<file path="config.mk">
export PLATFORM = sky130hd
export DESIGN_NAME = user_io_fifo_flat
export DESIGN_NICKNAME = d
export VERILOG_FILES = /design/src/rtl/user_io_fifo_if.sv /design/src/rtl/user_io_fifo.sv /design/src/flat_wrapper.sv
export SDC_FILE = /design/constraint.sdc
export NUM_CORES = 1
export LEC_CHECK = 0
export ABC_AREA = 1
export CAP_MARGIN = 10
export CORE_ASPECT_RATIO = 1.25
export CORE_MARGIN = 3
export CORE_UTILIZATION = 35
export CTS_BUF_LIST = sky130_fd_sc_hd__clkbuf_2 sky130_fd_sc_hd__clkbuf_4 sky130_fd_sc_hd__clkbuf_8
export DETAILED_ROUTE_END_ITERATION = 8
export HOLD_SLACK_MARGIN = 0.05
export RECOVER_POWER = 100
export SKIP_CTS_REPAIR_TIMING = 1
export SLEW_MARGIN = 10
export SYNTH_ARGS = -nofsm -noshare
export SYNTH_HDL_FRONTEND = slang
export SYNTH_SLANG_ARGS = --single-unit
</file>
<file path="constraint.sdc">
create_clock -name CLK -period 3.14 [get_ports CLK]
set_input_delay 0.785 -clock CLK [delete_from_list [all_inputs] [get_ports CLK]]
set_output_delay 0.785 -clock CLK [all_outputs]
set_load 0.005 [all_outputs]
</file>
<file path="src/rtl/user_io_fifo_if.sv">
// Event stream between the SPI decoder and the input logic: one typed byte per
// valid/ready handshake.
interface user_io_fifo_if;
  logic       EVT_VALID;
  logic       EVT_READY;
  logic [1:0] EVT_TYPE;
  logic [7:0] EVT_DATA;

  modport master (output EVT_VALID, output EVT_TYPE, output EVT_DATA, input EVT_READY);
  modport slave  (input EVT_VALID, input EVT_TYPE, input EVT_DATA, output EVT_READY);
endinterface

</file>
<file path="src/rtl/user_io_fifo.sv">
// SPI slave for the IO controller link, oversampled in CLK. Decodes command frames into
// joystick/button/status registers and queues mouse/keyboard/OSD bytes in an event FIFO.
module user_io_fifo #(
  parameter int JOY_COUNT  = 2,
  parameter int JOY_WIDTH  = 6,
  parameter int FIFO_DEPTH = 4
) (
  input  logic                           CLK,
  input  logic                           RESET_N,
  input  logic                           SPI_CLK,
  input  logic                           SPI_SS_IO,
  input  logic                           SPI_MOSI,
  output logic                           SPI_MISO,
  input  logic [7:0]                     CORE_TYPE,
  output logic [JOY_COUNT*JOY_WIDTH-1:0] JOY,
  output logic [1:0]                     BUTTONS,
  output logic [1:0]                     SWITCHES,
  output logic [31:0]                    STATUS,
  output logic [2:0]                     MOUSE_BUTTONS,
  user_io_fifo_if.master                 EVT,
  output logic                           EVT_OVERFLOW
);

  localparam int PTR_W = (FIFO_DEPTH > 1) ? $clog2(FIFO_DEPTH) : 1;
  localparam int CNT_W = PTR_W + 1;
  localparam logic [CNT_W-1:0] DEPTH_CNT = CNT_W'(FIFO_DEPTH);

  // ---------------------------------------------------------------------------
  // Input synchronisers; edges are taken between stages 2 and 3.
  // ---------------------------------------------------------------------------
  logic [2:0] sclk_sync_reg;
  logic [1:0] ss_sync_reg;
  logic [1:0] mosi_sync_reg;

  always_ff @(posedge CLK or negedge RESET_N) begin
    if (!RESET_N) begin
      sclk_sync_reg <= 3'b000;
      ss_sync_reg   <= 2'b11;
      mosi_sync_reg <= 2'b00;
    end else begin
      sclk_sync_reg <= {sclk_sync_reg[1:0], SPI_CLK};
      ss_sync_reg   <= {ss_sync_reg[0], SPI_SS_IO};
      mosi_sync_reg <= {mosi_sync_reg[0], SPI_MOSI};
    end
  end

  logic sclk_rise;
  logic sclk_fall;
  logic ss_high;
  logic mosi_bit;

  assign sclk_rise = sclk_sync_reg[1] & ~sclk_sync_reg[2];
  assign sclk_fall = ~sclk_sync_reg[1] & sclk_sync_reg[2];
  assign ss_high   = ss_sync_reg[1];
  // MOSI goes through the same two stages as SPI_CLK so it lines up with the edge.
  assign mosi_bit  = mosi_sync_reg[1];

  // ---------------------------------------------------------------------------
  // Frame deserialiser
  // ---------------------------------------------------------------------------
  logic [2:0] bit_cnt_reg;
  logic [2:0] byte_cnt_reg;
  logic [7:0] cmd_reg;
  logic [6:0] shift_reg;
  logic [7:0] rx_byte;
  logic       byte_done;
  logic       is_cmd_byte;
  logic       payload_done;

  assign rx_byte      = {shift_reg, mosi_bit};
  assign is_cmd_byte  = (byte_cnt_reg == 3'd0);
  assign byte_done    = sclk_rise & ~ss_high & (bit_cnt_reg == 3'd7);
  assign payload_done = byte_done & ~is_cmd_byte;

  always_ff @(posedge CLK or negedge RESET_N) begin
    if (!RESET_N) begin
      bit_cnt_reg  <= 3'd0;
      byte_cnt_reg <= 3'd0;
      cmd_reg      <= 8'h00;
      shift_reg    <= 7'd0;
    end else if (ss_high) begin
      bit_cnt_reg  <= 3'd0;
      byte_cnt_reg <= 3'd0;
      cmd_reg      <= 8'h00;
      shift_reg    <= 7'd0;
    end else if (sclk_rise) begin
      shift_reg   <= rx_byte[6:0];
      bit_cnt_reg <= bit_cnt_reg + 3'd1;
      if (bit_cnt_reg == 3'd7) begin
        if (byte_cnt_reg != 3'd7) begin
          byte_cnt_reg <= byte_cnt_reg + 3'd1;
        end
        if (is_cmd_byte) begin
          cmd_reg <= rx_byte;
        end
      end
    end
  end

  // CORE_TYPE bit 7 is pre-loaded while deselected so it is valid before the first rise.
  always_ff @(posedge CLK or negedge RESET_N) begin
    if (!RESET_N) begin
      SPI_MISO <= 1'b0;
    end else if (ss_high) begin
      SPI_MISO <= CORE_TYPE[7];
    end else if (sclk_fall) begin
      SPI_MISO <= is_cmd_byte ? CORE_TYPE[3'd7 - bit_cnt_reg] : 1'b0;
    end
  end

  // ---------------------------------------------------------------------------
  // Register commands
  // ---------------------------------------------------------------------------
  logic [3:0]  but_sw_reg;
  logic [2:0]  mouse_btn_reg;
  logic [23:0] shadow_reg;
  logic [31:0] status_reg;

  always_ff @(posedge CLK or negedge RESET_N) begin
    if (!RESET_N) begin
      but_sw_reg    <= 4'd0;
      mouse_btn_reg <= 3'd0;
      shadow_reg    <= 24'd0;
      status_reg    <= 32'd0;
    end else if (ss_high) begin
      shadow_reg <= 24'd0;
    end else if (payload_done) begin
      case (cmd_reg)
        8'h01: if (byte_cnt_reg == 3'd1) but_sw_reg <= rx_byte[3:0];
        8'h04: if (byte_cnt_reg == 3'd3) mouse_btn_reg <= rx_byte[2:0];
        8'h1E: begin
          // Only the fourth byte commits, so an aborted write never tears STATUS.
          case (byte_cnt_reg)
            3'd1:    shadow_reg[7:0]   <= rx_byte;
            3'd2:    shadow_reg[15:8]  <= rx_byte;
            3'd3:    shadow_reg[23:16] <= rx_byte;
            3'd4:    status_reg        <= {rx_byte, shadow_reg};
            default: ;
          endcase
        end
        default: ;
      endcase
    end
  end

  assign BUTTONS       = but_sw_reg[1:0];
  assign SWITCHES      = but_sw_reg[3:2];
  assign STATUS        = status_reg;
  assign MOUSE_BUTTONS = mouse_btn_reg;

  genvar gi;
  generate
    for (gi = 0; gi < JOY_COUNT; gi++) begin : g_joy
      // Joysticks 0/1 use commands 0x02/0x03, joysticks 2/3 use 0x10/0x11.
      localparam int          CMD_I   = (gi < 2) ? (2 + gi) : (16 + gi - 2);
      localparam logic [7:0]  JOY_CMD = CMD_I[7:0];
      logic [JOY_WIDTH-1:0] joy_reg;

      always_ff @(posedge CLK or negedge RESET_N) begin
        if (!RESET_N) begin
          joy_reg <= '0;
        end else if (payload_done && byte_cnt_reg == 3'd1 && cmd_reg == JOY_CMD) begin
          joy_reg <= rx_byte[JOY_WIDTH-1:0];
        end
      end

      assign JOY[gi*JOY_WIDTH +: JOY_WIDTH] = joy_reg;
    end
  endgenerate

  // ---------------------------------------------------------------------------
  // Event FIFO
  // ---------------------------------------------------------------------------
  logic       push_req;
  logic [9:0] push_word;

  always_comb begin
    push_req  = 1'b0;
    push_word = 10'd0;
    if (payload_done) begin
      case (cmd_reg)
        8'h04: begin
          if (byte_cnt_reg == 3'd1) begin
            push_req  = 1'b1;
            push_word = {2'd0, rx_byte};
          end else if (byte_cnt_reg == 3'd2) begin
            push_req  = 1'b1;
            push_word = {2'd1, rx_byte};
          end
        end
        8'h05: begin
          push_req  = 1'b1;
          push_word = {2'd2, rx_byte};
        end
        8'h06: begin
          push_req  = 1'b1;
          push_word = {2'd3, rx_byte};
        end
        default: ;
      endcase
    end
  end

  logic [9:0]       mem_reg [FIFO_DEPTH];
  logic [PTR_W-1:0] wr_ptr_reg;
  logic [PTR_W-1:0] rd_ptr_reg;
  logic [CNT_W-1:0] count_reg;
  logic             overflow_reg;
  logic             fifo_valid;
  logic             fifo_full;
  logic             pop;
  logic             push_ok;
  logic             clear_ovf;

  assign fifo_valid = (count_reg != '0);
  assign fifo_full  = (count_reg == DEPTH_CNT);
  assign pop        = fifo_valid & EVT.EVT_READY;
  // A push into a full FIFO only fits if the head leaves in the same cycle.
  assign push_ok    = push_req & (~fifo_full | pop);
  assign clear_ovf  = byte_done & is_cmd_byte & (rx_byte == 8'h07);

  always_ff @(posedge CLK or negedge RESET_N) begin
    if (!RESET_N) begin
      for (int i = 0; i < FIFO_DEPTH; i++) begin
        mem_reg[i] <= 10'd0;
      end
      wr_ptr_reg   <= '0;
      rd_ptr_reg   <= '0;
      count_reg    <= '0;
      overflow_reg <= 1'b0;
    end else begin
      if (push_ok) begin
        mem_reg[wr_ptr_reg] <= push_word;
        wr_ptr_reg          <= wr_ptr_reg + 1'b1;
      end
      if (pop) begin
        rd_ptr_reg <= rd_ptr_reg + 1'b1;
      end
      case ({push_ok, pop})
        2'b10:   count_reg <= count_reg + 1'b1;
        2'b01:   count_reg <= count_reg - 1'b1;
        default: ;
      endcase
      if (push_req && !push_ok) begin
        overflow_reg <= 1'b1;
      end else if (clear_ovf) begin
        overflow_reg <= 1'b0;
      end
    end
  end

  assign EVT.EVT_VALID = fifo_valid;
  assign EVT.EVT_TYPE  = mem_reg[rd_ptr_reg][9:8];
  assign EVT.EVT_DATA  = mem_reg[rd_ptr_reg][7:0];
  assign EVT_OVERFLOW  = overflow_reg;

endmodule
</file>
<file path="src/flat_wrapper.sv">
// flat-port wrapper written by rule: the top's interface ports become plain ports
module user_io_fifo_flat 
#(
  parameter int JOY_COUNT  = 2,
  parameter int JOY_WIDTH  = 6,
  parameter int FIFO_DEPTH = 4
)
  (CLK, RESET_N, SPI_CLK, SPI_SS_IO, SPI_MOSI, SPI_MISO, CORE_TYPE, JOY, BUTTONS, SWITCHES, STATUS, MOUSE_BUTTONS, EVT_OVERFLOW, EVT_EVT_VALID, EVT_EVT_TYPE, EVT_EVT_DATA, EVT_EVT_READY);
  user_io_fifo_if EVT_i ();
  input  logic CLK;
  input  logic RESET_N;
  input  logic SPI_CLK;
  input  logic SPI_SS_IO;
  input  logic SPI_MOSI;
  output logic SPI_MISO;
  input  logic [7:0] CORE_TYPE;
  output logic [JOY_COUNT*JOY_WIDTH-1:0] JOY;
  output logic [1:0] BUTTONS;
  output logic [1:0] SWITCHES;
  output logic [31:0] STATUS;
  output logic [2:0] MOUSE_BUTTONS;
  output logic EVT_OVERFLOW;
  output wire logic [$bits(EVT_i.EVT_VALID)-1:0] EVT_EVT_VALID;
  output wire logic [$bits(EVT_i.EVT_TYPE)-1:0] EVT_EVT_TYPE;
  output wire logic [$bits(EVT_i.EVT_DATA)-1:0] EVT_EVT_DATA;
  input wire logic [$bits(EVT_i.EVT_READY)-1:0] EVT_EVT_READY;
  assign EVT_EVT_VALID = EVT_i.EVT_VALID;
  assign EVT_EVT_TYPE = EVT_i.EVT_TYPE;
  assign EVT_EVT_DATA = EVT_i.EVT_DATA;
  assign EVT_i.EVT_READY = EVT_EVT_READY;
  user_io_fifo #(.JOY_COUNT(JOY_COUNT), .JOY_WIDTH(JOY_WIDTH), .FIFO_DEPTH(FIFO_DEPTH)) u_core (.CLK(CLK), .RESET_N(RESET_N), .SPI_CLK(SPI_CLK), .SPI_SS_IO(SPI_SS_IO), .SPI_MOSI(SPI_MOSI), .SPI_MISO(SPI_MISO), .CORE_TYPE(CORE_TYPE), .JOY(JOY), .BUTTONS(BUTTONS), .SWITCHES(SWITCHES), .STATUS(STATUS), .MOUSE_BUTTONS(MOUSE_BUTTONS), .EVT(EVT_i), .EVT_OVERFLOW(EVT_OVERFLOW));
endmodule
</file>
# Word level (Yosys, flattened, before mapping)
# Index checks and enable logic that the tools add are counted.
# totals
inputBits	14
output_inout_bits	64
register_bits	152
wordCells	138
# classes
add_sub_neg	7
magnitude_cmp	4
n_eq_ne	17
bitwise	17
n_mux	40
reduce_logical	29
# op_table
operator	count
$mux W24	3
$mux W8	7
$mux W10	5
$bwmux W40	1
$eq A8 B3 Y1 const B	4
$pmux W10 S3	1
$reduce_bool A2 Y1	12
$bmux W10 S2	1
$demux W10 S2	1
$mux W3	6
$eq A8 B2 Y1 const B	2
$reduce_and A3 Y1	5
$mux W7	2
$reduce_and A4 Y1	3
$add A3 B1 Y3 const B	3
$and A1 B1 Y1	9
$eq A3 B3 Y1 const B	3
$mux W1	9
$mux W9	1
$eq A8 B1 Y1 const B	1
$eq A8 B5 Y1 const B	1
$eq A3 B2 Y1 const B	2
$ge A3 B3 Y1 const B	2
$not A2 Y3	2
19 further kinds	28

# Depth between registers and ports, before layout
# logic_depth
word_depth	10
ltp_mapped	15
ltp_nobuf	14

# Least setup slack after synthesis
# OpenSTA, ideal clock, no wires.
# synth_timing
path_type	flip-flop to flip-flop
start	reg u_core.bit_cnt_reg[0]
end	reg u_core.count_reg[2]
required_ns	3.009
arrival_ns	2.400
n_path_buf	1
path_slack_ns	0.609
path_stages_with_launch	15
setup_time_ns	0.131
period_less_slack_ns	2.531
path_cell_list	dfrtp_1 > ha_1 > ha_1 > nand2_2 > nor2_8 > nand3_2 > nand2_8 > buf_8 > nand2_2 > ha_1 > inv_1 > fa_1 > a21oi_1 > o21ai_0 > xor2_1
# synth_via
elab_chain_cells	7
word_cells_on_any_way	9
cone_classes	3 x eq/ne; 2 x mux; 3 x bitwise; 1 x reduce/logical
# synth_rtl
item	line_no	rtl
from (decl)	user_io_fifo.sv:61	logic [2:0] bit_cnt_reg;
from (signal assigned)	user_io_fifo.sv:88	bit_cnt_reg <= bit_cnt_reg + 3'd1;
$eq A3 B3 Y1 *	user_io_fifo.sv:72	assign byte_done = sclk_rise & ~ss_high & (bit_cnt_reg == 3'd7);
$and A1 B1 Y1 *	user_io_fifo.sv:72	
$and A1 B1 Y1 *	user_io_fifo.sv:73	assign payload_done = byte_done & ~is_cmd_byte;
$mux W1 *	user_io_fifo.sv:180	if (payload_done) begin
$and A1 B1 Y1 *	user_io_fifo.sv:219	assign push_ok = push_req & (~fifo_full | pop);
$eq A2 B1 Y1 / $eq A2 B2 Y1 (equally long branches)	user_io_fifo.sv:239	case ({push_ok, pop})
$pmux W3 S2 / $reduce_bool A2 Y1 (equally long branches)	n/a	
to (signal assigned)	user_io_fifo.sv:240	2'b10: count_reg <= count_reg + 1'b1;
to (signal assigned)	user_io_fifo.sv:241	2'b01: count_reg <= count_reg - 1'b1;
to (decl)	user_io_fifo.sv:207	logic [CNT_W-1:0] count_reg;
# Every way passes the cells marked *; elsewhere a longest branch is shown, timed or not.
# A chain may end at the register's enable or synchronous reset.

# Worst setup path in the final report
# layout_timing
start	reg u_core.rd_ptr_reg[1]
end	out EVT_EVT_TYPE[1]
# layout_via
elab_chain_cells	4
# layout_rtl
item	line_no	rtl
from (decl)	user_io_fifo.sv:206	logic [PTR_W-1:0] rd_ptr_reg;
from (signal assigned)	user_io_fifo.sv:237	rd_ptr_reg <= rd_ptr_reg + 1'b1;
$not A2 Y3 (not written as such)	user_io_fifo.sv:253	assign EVT.EVT_TYPE = mem_reg[rd_ptr_reg][9:8];
$bmux W10 S2	user_io_fifo.sv:253	
$mux W10 (not written as such) (2 in a row)	user_io_fifo.sv:253	
to (decl)	flat_wrapper.sv:24	output wire logic [$bits(EVT_i.EVT_TYPE)-1:0] EVT_EVT_TYPE;
# No other way between the ends. The select of a mux whose other input is x is not followed.

==> impl_metrics.json <==
{
  "ys_ff_latch": 152,
  "synth-main-ff-cell": "dfrtp_1",
  "area_growth_syn_to_layout_pct": 19.52,
  "antenna_cells": 0,
  "r2r_slack_ns": 0.37,
  "ios": 78,
  "worstPathArrival_ns": 2.22,
  "placed_area_sq_mm": 0.007726,
  "critPathMaxFanout": 10,
  "cp-end-kind": "output pin",
  "cts.sinks": 152,
  "coreArea_sq_mm": 0.01885,
  "largest_reg_flops": 40,
  "min-delay-start": "u_core.mosi_sync_reg[0]",
  "r2r-end": "u_core.count_reg[2]",
  "power_mw": 4.410,
  "post-route-period-util_pct": 95.57,
  "nFillCells": 1895,
  "ant_nets": 0,
  "r2r_start": "u_core.ss_sync_reg[1]",
  "insertion_delay_ns": 0.45,
  "critPathLaunch": "u_core.rd_ptr_reg[1]",
  "detailed_place_hpwl_um": 11170,
  "finalHoldViolations": 0,
  "synthTopCellsByArea": "dfrtp_1 (56%), nand2_1 (10%), o21ai_0 (7.2%), nand4_1 (4.1%), inv_1 (3.7%)",
  "stdcell_area_sq_mm": 0.008082,
  "yosysSeqAreaShare_pct": 56.29,
  "worstPathRequired_ns": 2.35,
  "setup_viol": 0,
  "die_area_sq_mm": 0.02103,
  "gr-total-overflow": 0,
  "netlist_instances": 744,
  "drive_gt1_share_pct": 7.255,
  "cts_max_level": 4,
  "crit_end": "EVT_EVT_TYPE[1]",
  "skew_ns": 0.01590,
  "synth_top_area_share_pct": 55.51,
  "drv_cap": 0,
  "numCtsBuffers": 17,
  "synth_top_area_cell": "dfrtp_1",
  "initialDrtViolationCount": 331,
  "max_freq_ghz": 0.3332,
  "dp_cells": 1027,
  "gp_congestion": 0.8113,
  "avgSynthCellArea_sq_um": 9.088,
  "cts_tree": "yes",
  "status": "finished clean",
  "layout_min_cycle_time_ns": 3.001,
  "ir_worst_vdd_mv": 0.2399,
  "cts_root_buf": "clkbuf_8",
  "async_flop_share_pct": 100.0,
  "maxSlewViolCount": 0,
  "synth_edf_count": 0,
  "grtUsageTotal_pct": 16.64,
  "fin_nets": 842,
  "yosys_warnings": 0,
  "drc": 0,
  "critPathKind": "reg -> out",
  "rows": 56,
  "relSlewSlack_pct": 13.05,
  "start_util_pct": 35.87,
  "startpoint_type": "register",
  "via_count": 5234,
  "drt_pass1_iterations": 4,
  "hp-class": "reg -> reg",
  "leakage_nw": 3.870,
  "synth_area_sq_mm": 0.006761,
  "rsz0062_at_grt": "false",
  "fp.dieH_um": 161.4,
  "worst_pin_slew_ns": 1.304,
  "wl_per_cell_um": 15.57,
  "die_w_um": 130.3,
  "layout_common_cells": "nand2_1 (182), dfrtp_1 (150), o21ai_0 (117)",
  "grt_max_degree": 65,
  "wl_um": 16490,
  "clk_pin_slew_ns": 0.08,
  "via_per_inst": 4.942,
  "clock_path_buffers": 2,
  "syn_nets": 772,
  "final_common_cell": "nand2_1",
  "ys_types": 35,
  "finish.utilization_pct": 42.88,
  "antenna_found_initial": 0,
  "grt_pass1_vias": 5298,
  "port_buffers": 77,
  "final_cells": 1059,
  "power_density_mw_per_mm2": 545.7,
  "grt_pass1_wl_um": 27520,
  "ff2ff_path_depth": 12,
  "finalSetupTns_ns": 0
}
==> logic make-up after synthesis <==
group                      after synthesis  synth area share [%]
DFF                                    152                 56.29
xor gates and xnor gates                 3                0.3887
AOI/OAI and AO/OA                      137                 10.55
and+or+nand+nor                        333                 23.43
adders and majority gates               14                 2.702
buffers and inverters                  105                 6.643
==> worst max-delay path, cell delays in order, from the launching register on <==
cell and delay [ns]:
dfrtp_1 0.49, inv_1 0.32, o21ai_0 0.14, o22ai_1 0.20, dlygate4sd3_1 0.62
==> worst min-delay path by stage <==
stage                                         end  slack [ns]  cells past startpoint
after floorplan           u_core.mosi_sync_reg[1]        0.33                      0
after global placement    u_core.mosi_sync_reg[1]        0.33                      0
after detailed placement  u_core.mosi_sync_reg[1]        0.34                      0
after CTS                       u_core.STATUS[11]        0.26                      1
after global routing      u_core.mosi_sync_reg[1]        0.36                      0
final                     u_core.mosi_sync_reg[1]        0.35                      0
==> cell type report <==
class	count	area (sq um)	share of cell area [%]
Clock buffer	21	276.5	3.422
Multi-Input combinational cell	487	2480	30.69
Clock inverter	11	143.9	1.780
Inverter	69	259.0	3.205
Sequential cell	152	3806	47.10
Tap cell	232	290.3	3.592
Timing Repair Buffer	87	825.8	10.22
==> Yosys cell counts (5+ instances only) <==
library cell / count
ha_1: 13
dfrtp_1: 150
a21oi_1: 5
o22ai_1: 12
nand2_1: 181
o21ai_1: 20
nand4_1: 44
nor2_1: 44
inv_1: 67
nand3_1: 42
buf_2: 5
clkbuf_1: 22
o21ai_0: 97
==> per-layer routing <==
metal	track usage, %	wire [um]
met5	0	0
met2	27.61	8381
met3	3.705	458
met4	4.726	243
met1	21.82	7407
==> metrics by stage <==
stage / hold WS (ns) / worst slack [ns]
after floorplan: 0.3312 / 0.6091
after global placement: 0.3338 / 0.4643
after detailed placement: 0.3356 / 0.4478
after CTS: 0.2572 / 0.1504
after global routing: 0.3628 / 0.05951
final: 0.3517 / 0.1392
==> power breakdown <==
part / internal [mW] / switching [mW]
clock: 0.847 / 0.746
combinational: 0.312 / 0.453
sequential: 2.00 / 0.0508
Note: power is estimated with default switching activity, not from simulation.
